===== src/rtl/fpu_cvt_pkg.sv =====
// Shared definitions for the FPU float-to-integer conversion path.
// Holds the rounding-mode encodings, fflags bit positions, integer
// saturation constants and the operand class enum used between the
// unpack stage and the round/saturate logic.
package fpu_cvt_pkg;

   localparam logic [2:0] RM_RNE = 3'd0;
   localparam logic [2:0] RM_RTZ = 3'd1;
   localparam logic [2:0] RM_RDN = 3'd2;
   localparam logic [2:0] RM_RUP = 3'd3;
   localparam logic [2:0] RM_RMM = 3'd4;
   localparam logic [2:0] RM_DYN = 3'd7;

   // Bit positions inside fflags {NV,DZ,OF,UF,NX}
   localparam int FLAG_NV = 4;
   localparam int FLAG_DZ = 3;
   localparam int FLAG_OF = 2;
   localparam int FLAG_UF = 1;
   localparam int FLAG_NX = 0;

   localparam logic [31:0] INT_MAX  = 32'h7FFF_FFFF;
   localparam logic [31:0] INT_MIN  = 32'h8000_0000;
   localparam logic [31:0] UINT_MAX = 32'hFFFF_FFFF;

   typedef enum logic [1:0] {
      FP_ZERO   = 2'd0,
      FP_NORMAL = 2'd1,
      FP_INF    = 2'd2,
      FP_NAN    = 2'd3
   } fpClass_e;

   // Encodings 5 and 6 are reserved and make the instruction illegal
   function automatic logic isIllegalRm(input logic [2:0] rm);
      return (rm == 3'd5) || (rm == 3'd6);
   endfunction

endpackage


===== src/rtl/fcvt_f2i_round.sv =====
// Combinational round/saturate logic for FCVT.W.S / FCVT.WU.S.
// Takes the aligned magnitude (integer part plus guard, round, sticky)
// and produces the final 32-bit integer and fflags.
// Ports:
//   i_sign, i_class, i_big   operand sign, class, magnitude >= 2^32
//   i_intPart, i_guard,
//   i_round, i_sticky        aligned magnitude
//   i_rm                     effective rounding mode
//   i_unsigned               1 = WU, 0 = W
//   o_result, o_fflags       integer result and flags (NV/NX only)
//   o_illegalRm              effective rm was reserved
module fcvt_f2i_round
   import fpu_cvt_pkg::*;
#(
   parameter int FLAGS_W = 5
) (
   input  logic               i_sign,
   input  fpClass_e           i_class,
   input  logic               i_big,
   input  logic [31:0]        i_intPart,
   input  logic               i_guard,
   input  logic               i_round,
   input  logic               i_sticky,
   input  logic [2:0]         i_rm,
   input  logic               i_unsigned,
   output logic [31:0]        o_result,
   output logic [FLAGS_W-1:0] o_fflags,
   output logic               o_illegalRm
);

   logic        w_inexact;
   logic        w_inc;
   logic [32:0] w_mag;
   logic        w_nv;
   logic        w_nx;
   logic        w_illegal;

   // Round increment decision; an effective rm of 7 (frm itself dynamic)
   // has no defined meaning, so it falls back to round-to-nearest-even.
   always_comb begin
      w_inexact = i_guard | i_round | i_sticky;
      w_inc     = 1'b0;
      case (i_rm)
         RM_RNE:  w_inc = i_guard & (i_round | i_sticky | i_intPart[0]);
         RM_RTZ:  w_inc = 1'b0;
         RM_RDN:  w_inc = i_sign & w_inexact;
         RM_RUP:  w_inc = ~i_sign & w_inexact;
         RM_RMM:  w_inc = i_guard;
         default: w_inc = i_guard & (i_round | i_sticky | i_intPart[0]);
      endcase
      // 33 bits so a carry out of 0xFFFFFFFF is visible as overflow
      w_mag = {1'b0, i_intPart} + {32'd0, w_inc};
   end

   // Range check after rounding, special operands, and saturation.
   // NX is only reported when the rounded value is actually representable.
   always_comb begin
      w_illegal = isIllegalRm(i_rm);
      o_result  = 32'd0;
      w_nv      = 1'b0;
      w_nx      = 1'b0;
      if (!w_illegal) begin
         case (i_class)
            FP_NAN: begin
               o_result = i_unsigned ? UINT_MAX : INT_MAX;
               w_nv     = 1'b1;
            end
            FP_INF: begin
               if (i_sign) o_result = i_unsigned ? 32'd0 : INT_MIN;
               else        o_result = i_unsigned ? UINT_MAX : INT_MAX;
               w_nv = 1'b1;
            end
            FP_ZERO: begin
               o_result = 32'd0;
            end
            default: begin
               if (i_unsigned) begin
                  if (i_sign) begin
                     // A small negative that rounds to zero is merely inexact
                     if (!i_big && (w_mag == 33'd0)) begin
                        o_result = 32'd0;
                        w_nx     = w_inexact;
                     end else begin
                        o_result = 32'd0;
                        w_nv     = 1'b1;
                     end
                  end else if (i_big || w_mag[32]) begin
                     o_result = UINT_MAX;
                     w_nv     = 1'b1;
                  end else begin
                     o_result = w_mag[31:0];
                     w_nx     = w_inexact;
                  end
               end else begin
                  if (i_sign) begin
                     if (!i_big && (w_mag <= 33'h0_8000_0000)) begin
                        o_result = 32'd0 - w_mag[31:0];
                        w_nx     = w_inexact;
                     end else begin
                        o_result = INT_MIN;
                        w_nv     = 1'b1;
                     end
                  end else if (!i_big && (w_mag <= 33'h0_7FFF_FFFF)) begin
                     o_result = w_mag[31:0];
                     w_nx     = w_inexact;
                  end else begin
                     o_result = INT_MAX;
                     w_nv     = 1'b1;
                  end
               end
            end
         endcase
      end
   end

   // Flag vector assembly; conversion never divides, overflows into
   // infinity or underflows, so only NV and NX can be raised.
   always_comb begin
      o_fflags          = '0;
      o_fflags[FLAG_NV] = w_nv;
      o_fflags[FLAG_DZ] = 1'b0;
      o_fflags[FLAG_OF] = 1'b0;
      o_fflags[FLAG_UF] = 1'b0;
      o_fflags[FLAG_NX] = w_nx;
      o_illegalRm       = w_illegal;
   end

endmodule


===== src/rtl/fcvt_f2i_stage.sv =====
// Two-stage pipelined FCVT.W.S / FCVT.WU.S execution stage.
// Stage 1 unpacks the single-precision operand and aligns it into a
// 32-bit integer part with guard/round/sticky; stage 2 rounds, saturates
// and registers the result for integer writeback.
// Ports:
//   clk, reset, flush            clock, sync active-high reset, pipeline kill
//   in_valid/in_ready            issue handshake
//   in_op_a, in_rm, in_frm,
//   in_unsigned, in_tag          operation payload
//   out_valid/out_ready          writeback handshake
//   out_result, out_fflags,
//   out_tag, out_illegal_rm      registered result payload
module fcvt_f2i_stage
   import fpu_cvt_pkg::*;
#(
   parameter int TAG_W   = 5,
   parameter int FLAGS_W = 5
) (
   input  logic               clk,
   input  logic               reset,
   input  logic               flush,
   input  logic               in_valid,
   output logic               in_ready,
   input  logic [31:0]        in_op_a,
   input  logic [2:0]         in_rm,
   input  logic [2:0]         in_frm,
   input  logic               in_unsigned,
   input  logic [TAG_W-1:0]   in_tag,
   output logic               out_valid,
   input  logic               out_ready,
   output logic [31:0]        out_result,
   output logic [FLAGS_W-1:0] out_fflags,
   output logic [TAG_W-1:0]   out_tag,
   output logic               out_illegal_rm
);

   logic               r_s1Valid;
   logic               r_s1Sign;
   fpClass_e           r_s1Class;
   logic               r_s1Big;
   logic [31:0]        r_s1Int;
   logic               r_s1G;
   logic               r_s1R;
   logic               r_s1S;
   logic [2:0]         r_s1Rm;
   logic               r_s1Unsigned;
   logic [TAG_W-1:0]   r_s1Tag;

   logic               r_s2Valid;
   logic [31:0]        r_outResult;
   logic [FLAGS_W-1:0] r_outFflags;
   logic [TAG_W-1:0]   r_outTag;
   logic               r_outIllegal;

   logic               w_s1Adv;
   logic               w_s2Adv;
   logic               w_accept;
   logic [7:0]         w_expField;
   logic [22:0]        w_man;
   logic [2:0]         w_effRm;
   logic [7:0]         w_shamt;
   logic [56:0]        w_wide;
   fpClass_e           w_class;
   logic               w_big;
   logic [31:0]        w_int;
   logic               w_g;
   logic               w_r;
   logic               w_s;
   logic [31:0]        w_rndResult;
   logic [FLAGS_W-1:0] w_rndFflags;
   logic               w_rndIllegal;

   // Each stage moves when its successor has room or is draining
   always_comb begin
      w_s2Adv  = !r_s2Valid || out_ready;
      w_s1Adv  = !r_s1Valid || w_s2Adv;
      in_ready = w_s1Adv;
      w_accept = in_valid && w_s1Adv && !flush;
   end

   // Unpack and align. The value is scaled by 2^25 so that bits [56:25]
   // hold the integer part and [24:0] the fraction; the shift amount is
   // e+2 = exp-125, valid for unbiased exponents -2..31. Anything smaller
   // only contributes sticky, anything larger cannot fit in 32 bits.
   always_comb begin
      w_expField = in_op_a[30:23];
      w_man      = in_op_a[22:0];
      w_effRm    = (in_rm == RM_DYN) ? in_frm : in_rm;
      w_shamt    = w_expField - 8'd125;
      w_wide     = {33'd0, 1'b1, w_man} << w_shamt;
      w_class    = FP_NORMAL;
      w_big      = 1'b0;
      w_int      = 32'd0;
      w_g        = 1'b0;
      w_r        = 1'b0;
      w_s        = 1'b0;
      if (w_expField == 8'hFF) begin
         w_class = (w_man != 23'd0) ? FP_NAN : FP_INF;
      end else if (w_expField == 8'h00) begin
         // Subnormals are far below 1 and only contribute sticky
         if (w_man == 23'd0) w_class = FP_ZERO;
         else                w_s     = 1'b1;
      end else if (w_expField > 8'd158) begin
         w_big = 1'b1;
      end else if (w_expField < 8'd125) begin
         w_s = 1'b1;
      end else begin
         w_int = w_wide[56:25];
         w_g   = w_wide[24];
         w_r   = w_wide[23];
         w_s   = |w_wide[22:0];
      end
   end

   fcvt_f2i_round #(
      .FLAGS_W (FLAGS_W)
   ) u_round (
      .i_sign      (r_s1Sign),
      .i_class     (r_s1Class),
      .i_big       (r_s1Big),
      .i_intPart   (r_s1Int),
      .i_guard     (r_s1G),
      .i_round     (r_s1R),
      .i_sticky    (r_s1S),
      .i_rm        (r_s1Rm),
      .i_unsigned  (r_s1Unsigned),
      .o_result    (w_rndResult),
      .o_fflags    (w_rndFflags),
      .o_illegalRm (w_rndIllegal)
   );

   // Pipeline registers. Flush kills both valid bits and blocks any
   // same-cycle load; output payload only changes when stage 2 advances
   // with a real op, so it stays put while stalled.
   always_ff @(posedge clk) begin
      if (reset) begin
         r_s1Valid    <= 1'b0;
         r_s1Sign     <= 1'b0;
         r_s1Class    <= FP_ZERO;
         r_s1Big      <= 1'b0;
         r_s1Int      <= 32'd0;
         r_s1G        <= 1'b0;
         r_s1R        <= 1'b0;
         r_s1S        <= 1'b0;
         r_s1Rm       <= RM_RNE;
         r_s1Unsigned <= 1'b0;
         r_s1Tag      <= '0;
         r_s2Valid    <= 1'b0;
         r_outResult  <= 32'd0;
         r_outFflags  <= '0;
         r_outTag     <= '0;
         r_outIllegal <= 1'b0;
      end else begin
         if (flush) begin
            r_s1Valid <= 1'b0;
            r_s2Valid <= 1'b0;
         end else begin
            if (w_s1Adv) r_s1Valid <= in_valid;
            if (w_s2Adv) r_s2Valid <= r_s1Valid;
         end
         if (w_accept) begin
            r_s1Sign     <= in_op_a[31];
            r_s1Class    <= w_class;
            r_s1Big      <= w_big;
            r_s1Int      <= w_int;
            r_s1G        <= w_g;
            r_s1R        <= w_r;
            r_s1S        <= w_s;
            r_s1Rm       <= w_effRm;
            r_s1Unsigned <= in_unsigned;
            r_s1Tag      <= in_tag;
         end
         if (w_s2Adv && r_s1Valid && !flush) begin
            r_outResult  <= w_rndResult;
            r_outFflags  <= w_rndFflags;
            r_outTag     <= r_s1Tag;
            r_outIllegal <= w_rndIllegal;
         end
      end
   end

   assign out_valid      = r_s2Valid;
   assign out_result     = r_outResult;
   assign out_fflags     = r_outFflags;
   assign out_tag        = r_outTag;
   assign out_illegal_rm = r_outIllegal;

endmodule


===== config.mk =====
export PLATFORM = sky130hd
export DESIGN_NAME = fcvt_f2i_stage
export DESIGN_NICKNAME = d
export VERILOG_FILES = /design/src/rtl/fpu_cvt_pkg.sv /design/src/rtl/fcvt_f2i_round.sv /design/src/rtl/fcvt_f2i_stage.sv
export SDC_FILE = /design/constraint.sdc
export NUM_CORES = 1
export LEC_CHECK = 0
export ABC_CLOCK_PERIOD_IN_PS = 9600
export BUFFER_PORTS_ARGS = -buffer_cell sky130_fd_sc_hd__buf_2
export CAP_MARGIN = 20
export CELL_PAD_IN_SITES_DETAIL_PLACEMENT = 0
export CELL_PAD_IN_SITES_GLOBAL_PLACEMENT = 1
export CORE_ASPECT_RATIO = 1.5
export CORE_UTILIZATION = 47
export DETAILED_ROUTE_END_ITERATION = 12
export PLACE_DENSITY = 0.94
export SYNTH_ARGS = -nofsm -noshare
export SYNTH_HDL_FRONTEND = slang
export SYNTH_SLANG_ARGS = --single-unit

===== constraint.sdc =====
create_clock -name clk -period 9.6 [get_ports clk]
set_input_delay 0.96 -clock clk [delete_from_list [all_inputs] [get_ports clk]]
set_output_delay 0.96 -clock clk [all_outputs]
set_load 0.1 [all_outputs]

# Word-level counts from Yosys, hierarchy flattened
# Cells that the tools add are included.
# word_totals
reg_bits	90
inputBits	49
out_inout_bits	45
wordCells	121
# op_classes
add_sub_neg	3
order_cmp	4
eq_ne	10
n_shift	1
n_mux	55
n_bitwise	8
reduce_logical	24
# ops
operator	n
2-to-1 mux 32 bit	14
case mux 32 bit (3 select lines)	1
<< shifter 24 x 8 -> 57 bit	1
2-to-1 mux 1 bit	36
adder 32 x 1 -> 33 bit	1
<= comparator 33 x 31 -> 1 bit, second input constant	1
<= comparator 33 x 32 -> 1 bit, second input constant	1
zero test 33 bit	1
subtractor 1 x 32 -> 32 bit, first input constant	1
zero test 23 bit	1
nonzero test 23 bit	1
OR reduction 23 bit	1
== test 3 bit, second input constant	4
== test 8 bit, second input constant	1
greater-than comparator 8 bit, second input constant	1
zero test 8 bit	1
less-than comparator 8 x 7 -> 1 bit, second input constant	1
subtractor 8 x 7 -> 8 bit, second input constant	1
logical AND 1 bit	7
== test 3 x 2 -> 1 bit, second input constant	2
== test 2 bit, second input constant	2
zero test 1 bit	4
logical OR 1 bit	4
bitwise OR 1 bit	4
10 further kinds	13

# Longest topological paths before layout
# Gate-level depths: netlist of run 1.
# logic_depth
ltp_word	12
mapped_depth	21
mapped_depth_nobuf	17

# Modules after synthesis
# A second synthesis of run 1 with hierarchy kept.
# hier_totals
hier_cells	1234
area_unflattened_um2	8775.9
# modules_own_cells
module	instances	cells_each	area_each_um2	seq_area_each_um2
fcvt_f2i_stage	1	735	5645.4	1861.8
fcvt_f2i_round	1	499	3130.5	0.0

# Least setup slack after synthesis of run 1
# OpenSTA, ideal clock, no wires.
# synth_path
path_kind	register to register
from	reg r_s1Sign
to	reg r_outResult[27] (netlist: out_result[27])
setup_ns	0.130
arrival_time_ns	3.986
required_time_ns	9.470
slack_ns	5.483
stages_incl_launch_ff	19
n_path_buf	3
synth_period_minus_slack_ns	4.117
cell_sequence	dfxtp_1 -> clkbuf_1 -> clkbuf_1 -> xnor2_1 -> nor3b_1 -> a21oi_1 -> nor2_1 -> ha_1 -> ha_1 -> buf_2 -> nand4_1 -> nor4_2 -> o211ai_1 -> or4_4 -> or4_4 -> xnor2_1 -> o2111ai_1 -> a21oi_1 -> o21ai_0
# synth_via
elab_chain_cells	11
elab_cells_between_ends	20
cone_classes	add/sub (2); order compare (2); mux (10); bitwise (3); reduce/logical (3)
# synth_lines
element	line	rtl
from (decl)	fcvt_f2i_stage.sv:38	logic r_s1Sign;
from (signal assigned)	fcvt_f2i_stage.sv:162	r_s1Sign <= in_op_a[31];
inverter 1 bit	fcvt_f2i_round.sv:47	RM_RUP: w_inc = ~i_sign & w_inexact;
bitwise AND 1 bit	fcvt_f2i_round.sv:47	
case mux 1 bit (4 select lines)	fcvt_f2i_round.sv:43	case (i_rm)
adder 32 x 1 -> 33 bit	fcvt_f2i_round.sv:52	w_mag = {1'b0, i_intPart} + {32'd0, w_inc};
<= comparator 33 x 31 -> 1 bit or <= comparator 33 x 32 -> 1 bit (tied branches)	fcvt_f2i_round.sv:103, fcvt_f2i_round.sv:96	
logical AND 1 bit (on tied branches)	fcvt_f2i_round.sv:103, fcvt_f2i_round.sv:96	
2-to-1 mux 32 bit (on tied branches)	fcvt_f2i_round.sv:103, fcvt_f2i_round.sv:96	
2-to-1 mux 32 bit	fcvt_f2i_round.sv:95	if (i_sign) begin
2-to-1 mux 32 bit	fcvt_f2i_round.sv:77	if (i_unsigned) begin
case mux 32 bit (3 select lines) (*)	fcvt_f2i_round.sv:63	case (i_class)
2-to-1 mux 32 bit (*)	fcvt_f2i_round.sv:62	if (!w_illegal) begin
to (signal assigned)	fcvt_f2i_stage.sv:174	r_outResult <= w_rndResult;
to (decl)	fcvt_f2i_stage.sv:50	logic [31:0] r_outResult;
# Mark *: on every way between the ends. The rest lies on a longest branch, timed or not.
# A chain may end at the register's enable or synchronous reset.

# Final worst setup path of run 1
# layout_path
from	reg r_s1Sign
to	reg r_outFflags[4] (netlist: out_fflags[4])
# layout_via
elab_chain_cells	11
elab_cells_between_ends	21
cone_classes	add/sub (1); order compare (2); mux (10); bitwise (3); reduce/logical (5)
# layout_lines
element	line	rtl
inverter 1 bit	fcvt_f2i_round.sv:47	
bitwise AND 1 bit	fcvt_f2i_round.sv:47	
case mux 1 bit (4 select lines)	fcvt_f2i_round.sv:43	
adder 32 x 1 -> 33 bit	fcvt_f2i_round.sv:52	
<= comparator 33 x 31 -> 1 bit (tied with other cells)	fcvt_f2i_round.sv:103	end else if (!i_big && (w_mag <= 33'h0_7FFF_FFFF)) begin
logical AND 1 bit (on tied branches)	fcvt_f2i_round.sv:103, fcvt_f2i_round.sv:80, fcvt_f2i_round.sv:96	
2-to-1 mux 1 bit (on tied branches)	fcvt_f2i_round.sv:103, fcvt_f2i_round.sv:80, fcvt_f2i_round.sv:96	
2-to-1 mux 1 bit (on tied branches)	fcvt_f2i_round.sv:95, fcvt_f2i_round.sv:78	
2-to-1 mux 1 bit (*)	fcvt_f2i_round.sv:77	
case mux 1 bit (2 select lines) (*)	fcvt_f2i_round.sv:63	
2-to-1 mux 1 bit (*)	fcvt_f2i_round.sv:62	
to (signal assigned)	fcvt_f2i_stage.sv:175	r_outFflags <= w_rndFflags;
to (decl)	fcvt_f2i_stage.sv:51	logic [FLAGS_W-1:0] r_outFflags;
# Marked as above.

==> results.ini, run 1 <==
[placed_design]
portBuffers = 90
place.gp.congestion = 0.998
place_inst = 1422
place_worst_setup_slack_ps = 4390
hpwl_um = 23900

[sta]
setup_ws_ps = 4490
tns_ps = 0
worstMarginPinSlew_ps = 977
skew_ps = 10.1
finalCriticalPeriod_ps = 5110
finalHoldViolCount = 0
period_share_pct = 53.3
clock.fmax_mhz = 196
slew_headroom_pct = 34.2
setup_viol = 0
rsz0062_at_grt = false
slew_violations = 0

[detailed_routing]
wirelength_um = 30600
drc_errors = 2
drtPass1Iterations = 9
dr_total_vias = 9360
detail-route-antenna-nets = 0
drtIter0Drc = 627
wl_per_cell_um = 21.2
vias_per_cell = 6.50

[setup_path]
crit_buf_inv = 1
startpoint_type = flop
endpoint_kind = flop
path_delay_family = compound AO/OA/AOI/OAI gates
path_class = flop to flop
cp_slowest_stage_delay_ps = 540
required_ps = 9850
worstPathArrival_ps = 5360
slowest_stage = ha_1
crit_fanout = 35
crit_chain = buf_4, xnor2_1, nor3b_1, a21oi_1, nor2_1, ha_1, ha_1, and4_4, xnor2_1, o31ai_1, o21ai_0, nor4_4, nand3_1, o31ai_1, a21o_1, a22oi_1, a31o_2

[global_route]
grt_overflow = 0
grt_pass1_wl_um = 48100
grt_max_degree = 70
grt_usage_pct = 32.7
antenna_found_initial = 0
grt_pass1_vias = 8889

[cts]
cts_buffer_depth = 2
post_cts_buffers = 0
htreeDepth = 3
clock_latency_ps = 350
clock-sinks = 90
cts_resized = 0
cts_tree = built
cts_hold_buf = 0
clk_pin_slew_ps = 70
numCtsBuffers = 9
cts-root-buf = clkbuf_16

[yosys]
synth-seq-cells = 90
synthAdderAreaFrac_pct = 1.14
synth-simple-area-share_pct = 31.2
yosys_warnings = 0
synth.yosys.seq_area_share_pct = 21.1
synth_compound_area_share_pct = 27.1
ys.flop_type = dfxtp_1
post_synth.cell_area_avg_um2 = 7.17
synth_xor_area_share_pct = 5.42
yosysTopAreaCellShare_pct = 21.1
ys_async_sr_fraction_pct = 0
muxShareOfSynthArea_pct = 7.55
synth_top_family_by_area = simple AND/OR/NAND/NOR gates
synth_top_cell_by_area = dfxtp_1
syn_area_um2 = 8550
synth_edf_count = 0
synth_cells = 1192
synth_cell_types = 89
synthTopCellsByArea = dfxtp_1 21%, nand2_1 7.9%, a21oi_1 6.3%

[power]
p_leak_uw = 0.00355
intPower_uw = 665
p_seq_share_pct = 36.7
ir_drop_v = 0.0000771
switchingPower_uw = 393
clkPwrFrac_pct = 33.3
power.share.combinational_pct = 30.0
finalPower_uw = 1060
power_density_nw_per_um2 = 114
swShare_pct = 37.1

[layout]
areaGrowthSynthToFinish_pct = 8.27
layout_commonest_cell = nand2_1
finalNetCount = 1273
drive_gt1_share_pct = 16.0
final_cells = 1439
diodes = 0
layout_common_cells = 181 x nand2_1, 128 x nor2_1, 107 x a21oi_1

[run_status]
status = complete, but fails checks
failed_checks = design-rule violations

[die]
core_um2 = 17900
start_util_pct = 47.8
dieArea_um2 = 18700
die_width_um = 112
row_count = 60
die_h_um = 167
ioPinCount = 94

[hold_path]
hp-class = flop to flop

[flow_run]
max_cap_viol_count = 0

-- logic make-up (layout without fill, tap and decap cells) --
| group | count (synthesis) | count (layout) |
|---|---|---|
| flops | 90 | 90 |
| fa+ha+maj | 8 | 8 |
| xor+xnor | 52 | 52 |
| simple gates | 523 | 523 |
| other cells | 1 | 3 |
| compound gates | 352 | 352 |
| mux | 52 | 52 |
| buf+inv | 114 | 142 |
-- metal layers --
metal | wire (um) | vias to the layer above | GRT usage (%)
li1 | - | 4461 | -
met1 | 11000 | 4415 | 33.2
met2 | 15700 | 356 | 59.3
met3 | 1200 | 128 | 3.73
met4 | 2660 | 0 | 28.1
met5 | 0 | - | 0
-- sequential cells by signal, summed over array words and instances (netlist names), 2 cells and up --
signal	cells
r_s1Class	2
out_result	32
r_s1Int	32
out_tag	5
r_s1Tag	5
r_s1Rm	3
out_fflags	2
-- tightest hold or removal path: cells and delay by family, from the launching register on --
kind,cells,cell delay (ps)
flip-flops,1,310
AND/OR/NAND/NOR,2,90
-- metrics by stage --
step                      hold WS (ps)  utilization [%]  cell area (um^2)
after detailed placement           433             50.1              8950
after floorplan                    432                -              8560
after global placement             432             50.1              8950
after CTS                          444             51.8              9250
after global routing               473             51.8              9260
final                              439             51.8              9260
-- final timing paths --
check | start | to | slack [ps] | cells after the start
setup reg to reg | r_s1Sign$_SDFFE_PP0P_ | out_fflags[4]$_SDFFE_PP0P_ | 4490 | 17
hold reg to reg | out_result[5]$_SDFFE_PP0P_ | out_result[5]$_SDFFE_PP0P_ | 440 | 2
setup / recovery | r_s1Sign$_SDFFE_PP0P_ | out_fflags[4]$_SDFFE_PP0P_ | 4490 | 17
hold / removal | out_result[5]$_SDFFE_PP0P_ | out_result[5]$_SDFFE_PP0P_ | 440 | 2
-- cells in the mapped netlist, drive strengths merged (9+ instances only) --
master and number:
inv 16, nor4 37, nor3 40, mux2 10
nand4 24, o22ai 13, clkbuf 54, xor2 19
nand2 182, a21oi 107, a31oi 14, mux2i 33
nor2 129, nand3 33, o21ai 72, o211ai 22
dfxtp 90, a22oi 24, mux4 9, a211oi 13
buf 43, xnor2 33, and3 12, a221oi 13
-- power groups by stage --
stage	registers (uW)	logic, uW	clock network [uW]
finish	388	318	352
global route	389	342	371
floorplan	412	208	0
global placement	396	311	0
detailed placement	396	311	0
CTS	388	312	356
-- cell type report --
cell class	instances	area (um^2)
tap	217	272
multi-input combinational	990	6230
fill	1869	8610
timing repair buffer	109	593
sequential	90	1800
clock buffer	9	225
clock inverter	7	67.6
inverter	17	63.8
Note: power is estimated with default switching activity, not from simulation.
==> inputs of run 2 (changes only) <==
- ABC_AREA: unset -> 1
- ABC_CLOCK_PERIOD_IN_PS: 9600 -> 4600
- CORE_UTILIZATION: 47 -> 38
- PLACE_DENSITY: 0.94 -> 0.86
- clock period: 9.6 -> 4.6 ns (I/O delays scaled with it)
==> results.ini, run 2 <==
[cts]
htreeDepth = 3  ; unchanged
cts_hold_buf = 0  ; unchanged
cts_resized = 0  ; unchanged
clock_latency_ps = 360  ; about the same
cts_buffer_depth = 2  ; unchanged
clk_pin_slew_ps = 70  ; about the same
post_cts_buffers = 0  ; unchanged
cts_tree = built
numCtsBuffers = 9  ; unchanged
cts-root-buf = clkbuf_16
clock-sinks = 90  ; unchanged

[setup_path]
crit_fanout = 16  ; -54%
startpoint_type = flop
reg2reg_to = out_result[12]$_SDFFE_PP0P_
path_class = flop to flop
r2r_slack_ps = 400  ; -4090 ps
reg2regPathDepth = 21  ; +4
required_ps = 4890  ; -4960 ps
crit-reg2reg-launch = r_s1Rm[1]$_SDFFE_PP0P_
endpoint_kind = flop
crit_start = r_s1Rm[1]$_SDFFE_PP0P_
worstPathArrival_ps = 4490  ; -870 ps
crit_end = out_result[12]$_SDFFE_PP0P_

[sta]
clock.fmax_mhz = 238  ; +22%
finalHoldViolCount = 0  ; unchanged
finalCriticalPeriod_ps = 4200  ; -910 ps
setup_viol = 0  ; unchanged
period_share_pct = 91.4  ; +38 points
tns_ps = 0  ; unchanged
slew_headroom_pct = 42.9  ; +8.7 points
rsz0062_at_grt = false
slew_violations = 0  ; unchanged
worstMarginPinSlew_ps = 856  ; -122 ps
setup_ws_ps = 397  ; -4090 ps
skew_ps = 8.74  ; -1.40 ps

[power]
p_leak_uw = 0.00474  ; +33%
p_seq_share_pct = 34.1  ; -2.6 points
intPower_uw = 1420  ; +110%
switchingPower_uw = 963  ; +150%
swShare_pct = 40.4  ; +3.3 points
clkPwrFrac_pct = 31.8  ; -1.5 points
power.share.combinational_pct = 34.1  ; +4.1 points
power_density_nw_per_um2 = 238  ; +110%
ir_drop_v = 0.000207  ; +170%
finalPower_uw = 2380  ; +130%

[die]
ioPinCount = 94  ; unchanged
dieArea_um2 = 25100  ; +34%
core_um2 = 23800  ; +33%
start_util_pct = 39.0  ; -8.9 points
die_h_um = 193  ; +16%
row_count = 69  ; +15%
die_width_um = 130  ; +16%

[detailed_routing]
drc_errors = 0  ; -2
wl_per_cell_um = 16.5  ; -23%
drtPass1Iterations = 5  ; -4
wirelength_um = 32700  ; +6.8%
dr_total_vias = 10700  ; +14%
drtIter0Drc = 747  ; +19%
vias_per_cell = 5.38  ; -17%
detail-route-antenna-nets = 0  ; unchanged

[global_route]
grt_pass1_vias = 10200  ; +15%
antenna_found_initial = 0  ; unchanged
grt_max_degree = 69  ; -1.4%
grt_pass1_wl_um = 52800  ; +9.8%
grt_usage_pct = 26.8  ; -5.9 points
grt_overflow = 0  ; unchanged

[yosys]
synthAdderAreaFrac_pct = 0.943  ; -0.20 points
synth_top_cell_by_area = nand2_1
synth-simple-area-share_pct = 50.9  ; +20 points
synth-seq-cells = 90  ; unchanged
ys_async_sr_fraction_pct = 0  ; unchanged
synth_cell_types = 48  ; -46%
synth_common_cells = 549 x nand2_1, 225 x nand3_1, 139 x nor2_1
synthTopCellsByArea = nand2_1 22%, dfxtp_1 19%, nand3_1 12%
yosysTopAreaCellShare_pct = 22.2  ; +1.1 points
synth_xor_area_share_pct = 3.29  ; -2.1 points
yosysMostFrequentCell = nand2_1
synth_top_family_by_area = simple AND/OR/NAND/NOR gates
synth.yosys.seq_area_share_pct = 19.4  ; -1.7 points
yosys_warnings = 0  ; unchanged
synth_compound_area_share_pct = 13.8  ; -13 points
ys.flop_type = dfxtp_1
post_synth.cell_area_avg_um2 = 5.73  ; -20%
muxShareOfSynthArea_pct = 0  ; -7.6 points
syn_area_um2 = 9290  ; +8.7%
synth_edf_count = 0  ; unchanged
synth_cells = 1620  ; +36%

[hold_path]
worstHoldStart = in_tag[4]
hp-class = primary input to flop
whs_path_depth = 3  ; +1

[layout]
layout_commonest_cell = nand2_1
post-route-util_pct = 42.0  ; -9.8 points
finalNetCount = 1717  ; +35%
layout_common_cells = 549 x nand2_1, 225 x nand3_1, 139 x nor2_1
diodes = 0  ; unchanged
areaGrowthSynthToFinish_pct = 7.79
fillCellCount = 2731  ; +46%
drive_gt1_share_pct = 13.6  ; -2.3 points
final_cells = 1985  ; +38%

[placed_design]
hpwl_um = 26400  ; +10%
portBuffers = 90  ; unchanged
place_inst = 1969  ; +38%
place_worst_setup_slack_ps = 428  ; -3960 ps
place.gp.congestion = 1.01  ; +1.3%

[flow_run]
max_cap_viol_count = 0  ; unchanged

[run_status]
status = finished clean

run 2: worst min path at each step:
stage,end,slack [ps]
final,r_s1Tag[4]$_SDFFE_PP0P_,360
after floorplan,r_s1G$_SDFFE_PP0P_,450
after global routing,r_s1Tag[4]$_SDFFE_PP0P_,370
after CTS,r_s1Tag[3]$_SDFFE_PP0P_,350
after detailed placement,out_result[0]$_SDFFE_PP0P_,450
after global placement,out_result[5]$_SDFFE_PP0P_,450
run 2: logic make-up after synthesis:
logic type,Yosys count
AND/OR/NAND/NOR,1065
AO/OA/AOI/OAI,227
buffers and inverters,202
flip-flops,90
XOR/XNOR,28
adder cells (fa/ha/maj),7
other,1
run 2: area by class of cell:
class                      count  area (um^2)  share of cell area [%]
inverter                     114          428                    4.27
timing repair buffer         116          646                    6.45
multi-input combinational   1330         6430                    64.3
clock buffer                   9          225                    2.25
clock inverter                 7         78.8                   0.787
sequential                    90         1800                    18.0
tap                          319          399                    3.99
run 2: power by group through the flow:
stage	clock (uW)	combinational, uW	sequential (uW)
floorplan	0	569	876
global placement	0	803	829
detailed placement	0	804	830
CTS	769	806	812
global route	794	908	815
finish	759	813	812
run 2: stage by stage:
stage / hold WS [ps] / instance area [um^2]
floorplan: 455 / 9300
global placement: 451 / 9710
detailed placement: 453 / 9710
CTS: 353 / 10000
global route: 371 / 10000
finish: 357 / 10000
run 2: critical path: stages (launching register included):
cell and delay [ps]:
dfxtp_1 400, nand2_1 80, a21oi_1 100, o21ai_0 90
o22ai_1 300, ha_1 250, ha_1 250, nand2_2 110
nor2_4 150, nand3_2 150, nor2_4 220, nand2_1 130
xor2_1 530, nand3_1 140, nor2_1 130, nand3_2 290
buf_4 320, nand4_1 80, nand3_1 100, nand2_1 100
nand2_1 70, a21oi_2 110
run 2: routing by layer:
metal	part of all wire [%]	routed length (um)	GRT usage [%]
met3	3.1	1000	2.52
met4	6.8	2220	17.7
met1	37	12200	27.6
met2	53	17200	50.1
met5	0	0	0
==> inputs of run 3 (changes only) <==
- BUFFER_PORTS_ARGS: -buffer_cell sky130_fd_sc_hd__buf_2 -> -buffer_cell sky130_fd_sc_hd__buf_4
==> results.ini, run 3 (same netlist as run 2, synthesis figures left out) <==
[global_route]
grt_max_degree = 70  ; +1.4%
grt_overflow = 0  ; unchanged
grt_pass1_wl_um = 53200  ; +0.70%
grt_pass1_vias = 10200  ; -0.60%
antenna_found_initial = 0  ; unchanged
grt_usage_pct = 27.1  ; +0.29 points

[layout]
layout_commonest_cell = nand2_1
areaGrowthSynthToFinish_pct = 10.8
fillCellCount = 2709  ; -0.81%
seq_area_um2 = 1800  ; unchanged
finalNetCount = 1714  ; -0.17%
post-route-util_pct = 43.2  ; +1.2 points
diodes = 0  ; unchanged
layout_common_cells = 548 x nand2_1, 225 x nand3_1, 139 x nor2_1
drive_gt1_share_pct = 13.8  ; +0.20 points
multiInputGateArea_um2 = 6470  ; +0.62%

[setup_path]
crit_start = r_s1Rm[1]$_SDFFE_PP0P_
path_class = flop to flop
worstPathArrival_ps = 4440  ; -50 ps
crit-reg2reg-launch = r_s1Rm[1]$_SDFFE_PP0P_
crit_buf_inv = 1  ; unchanged
crit_chain = nand2_1, a21oi_1, o21ai_0, o22ai_2, ha_2, ha_1, nand2_2, nor2_4, nand2_2, inv_1, nand4_1, nand2_1, nand2_1, nor2_2, nand2_2, nor2_4, nand2_2, nand2_2, nand2_8, a21oi_1, nand2_1, nand2_1, nand2_1, a21oi_1
required_ps = 4880  ; about the same
cp_slowest_stage_delay_ps = 410  ; -120 ps
endpoint_kind = flop
startpoint_type = flop
cpMostUsedCell = nand2_1
slowest_stage = dfxtp_1
crit_fanout = 28  ; +12
path_delay_family = simple AND/OR/NAND/NOR gates

[cts]
clock_latency_ps = 360  ; about the same
htreeDepth = 3  ; unchanged
clk_pin_slew_ps = 80  ; about the same
numCtsBuffers = 9  ; unchanged
cts-root-buf = clkbuf_16
clock-sinks = 90  ; unchanged
cts_buffer_depth = 2  ; unchanged
cts_tree = built
post_cts_buffers = 0  ; unchanged

[power]
intPower_uw = 1440  ; +1.2%
finalPower_uw = 2400  ; +0.87%
switchingPower_uw = 967  ; +0.41%
p_seq_share_pct = 33.8  ; -0.3 points
p_leak_uw = 0.00479  ; +0.91%
swShare_pct = 40.2  ; -0.18 points
power.share.combinational_pct = 34.8  ; +0.7 points
power_density_nw_per_um2 = 234  ; -1.9%
clkPwrFrac_pct = 31.4  ; -0.4 points
ir_drop_v = 0.000162  ; -22%

[sta]
worstMarginPinSlew_ps = 853  ; -2.54 ps
clock.fmax_mhz = 240  ; +0.88%
rsz0062_at_grt = false
tns_ps = 0  ; unchanged
period_share_pct = 90.6  ; -0.80 points
finalCriticalPeriod_ps = 4170  ; -36.7 ps
finalHoldViolCount = 0  ; unchanged
skew_ps = 15.6  ; +6.84 ps
slew_headroom_pct = 43.1  ; +0.17 points
setup_viol = 0  ; unchanged
slew_violations = 0  ; unchanged

[detailed_routing]
met3WireLength_um = 900  ; -10%
vias_per_cell = 5.40  ; +0.39%
wl_per_cell_um = 16.9  ; +2.5%
dr_total_vias = 10700  ; +0.23%
drtIter0Drc = 795  ; +6.4%
routed-wl-met2_um = 17600  ; +2.5%
highest_layer = met4
wirelength_um = 33400  ; +2.3%
drtPass1Iterations = 6  ; +1
drc_errors = 0  ; unchanged
drt-met1-wl_um = 12600  ; +2.8%
detail-route-antenna-nets = 0  ; unchanged

[die]
die_h_um = 193  ; unchanged
row_count = 69  ; unchanged
die_width_um = 130  ; unchanged
dieArea_um2 = 25100  ; unchanged
core_um2 = 23800  ; unchanged
ioPinCount = 94  ; unchanged
start_util_pct = 39.0  ; unchanged

[hold_path]
hp-class = primary input to flop
worstHoldStart = in_tag[0]

[placed_design]
hpwl_um = 26700  ; +1.1%
place.gp.congestion = 0.999  ; -1.2%
portBuffers = 90  ; unchanged

[run_status]
status = finished clean

[flow_run]
max_cap_viol_count = 0  ; unchanged

## run 3: cell count changes in the layout (fill, tap and decap cells not counted), sizes merged
cell	change
buf	-3
clkinv	+1
inv	-1
## run 3: final timing paths
check                                to  slack [ps]  cells after the start
max          out_result[0]$_SDFFE_PP0P_         430                     24
min reg2reg  out_result[5]$_SDFFE_PP0P_         470                      2
min             r_s1Tag[0]$_SDFFE_PP0P_         350                      3
max reg2reg  out_result[0]$_SDFFE_PP0P_         430                     24
## run 3: worst min-delay path, cell delays in order
cell and delay, ps:
buf_4 80, o21ai_0 70, nor2_1 70
## run 3: area by class of cell
type,count,share of cell area (%)
clock inverter,7,0.766
inverter,114,4.16
multi-input combinational,1330,62.9
sequential,90,17.5
tap,319,3.88
clock buffer,9,2.19
timing repair buffer,113,8.63
## run 3: timing repair
action | CTS | global route
hold buffers | 0 | 0
setup endpoints to repair | 0 | 25
gates resized for setup | 0 | 8
## run 3: stage by stage
step	instances	worst slack [ps]	hold WS (ps)	instance area [um^2]
2_1_floorplan	1622	986	455	9300
3_3_place_gp	1964	260	453	9890
3_5_place_dp	1965	259	458	9920
4_1_cts	1981	233	346	10200
5_1_grt	1982	36.4	364	10300
6_report	1982	434	352	10300
## run 3: layer usage
| layer | up-vias | track usage [%] |
|---|---|---|
| met1 | 4861 | 28.1 |
| li1 | 5428 | - |
| met3 | 105 | 2.65 |
| met4 | 0 | 17.3 |
| met2 | 305 | 50.5 |
| met5 | - | 0 |
## run 3: power by group through the flow
stage	Combinational [uW]	Clock, uW	Sequential, uW
after floorplan	569	0	876
after global placement	817	0	829
after detailed placement	820	0	830
after CTS	823	768	812
after global routing	928	804	814
final	837	756	812
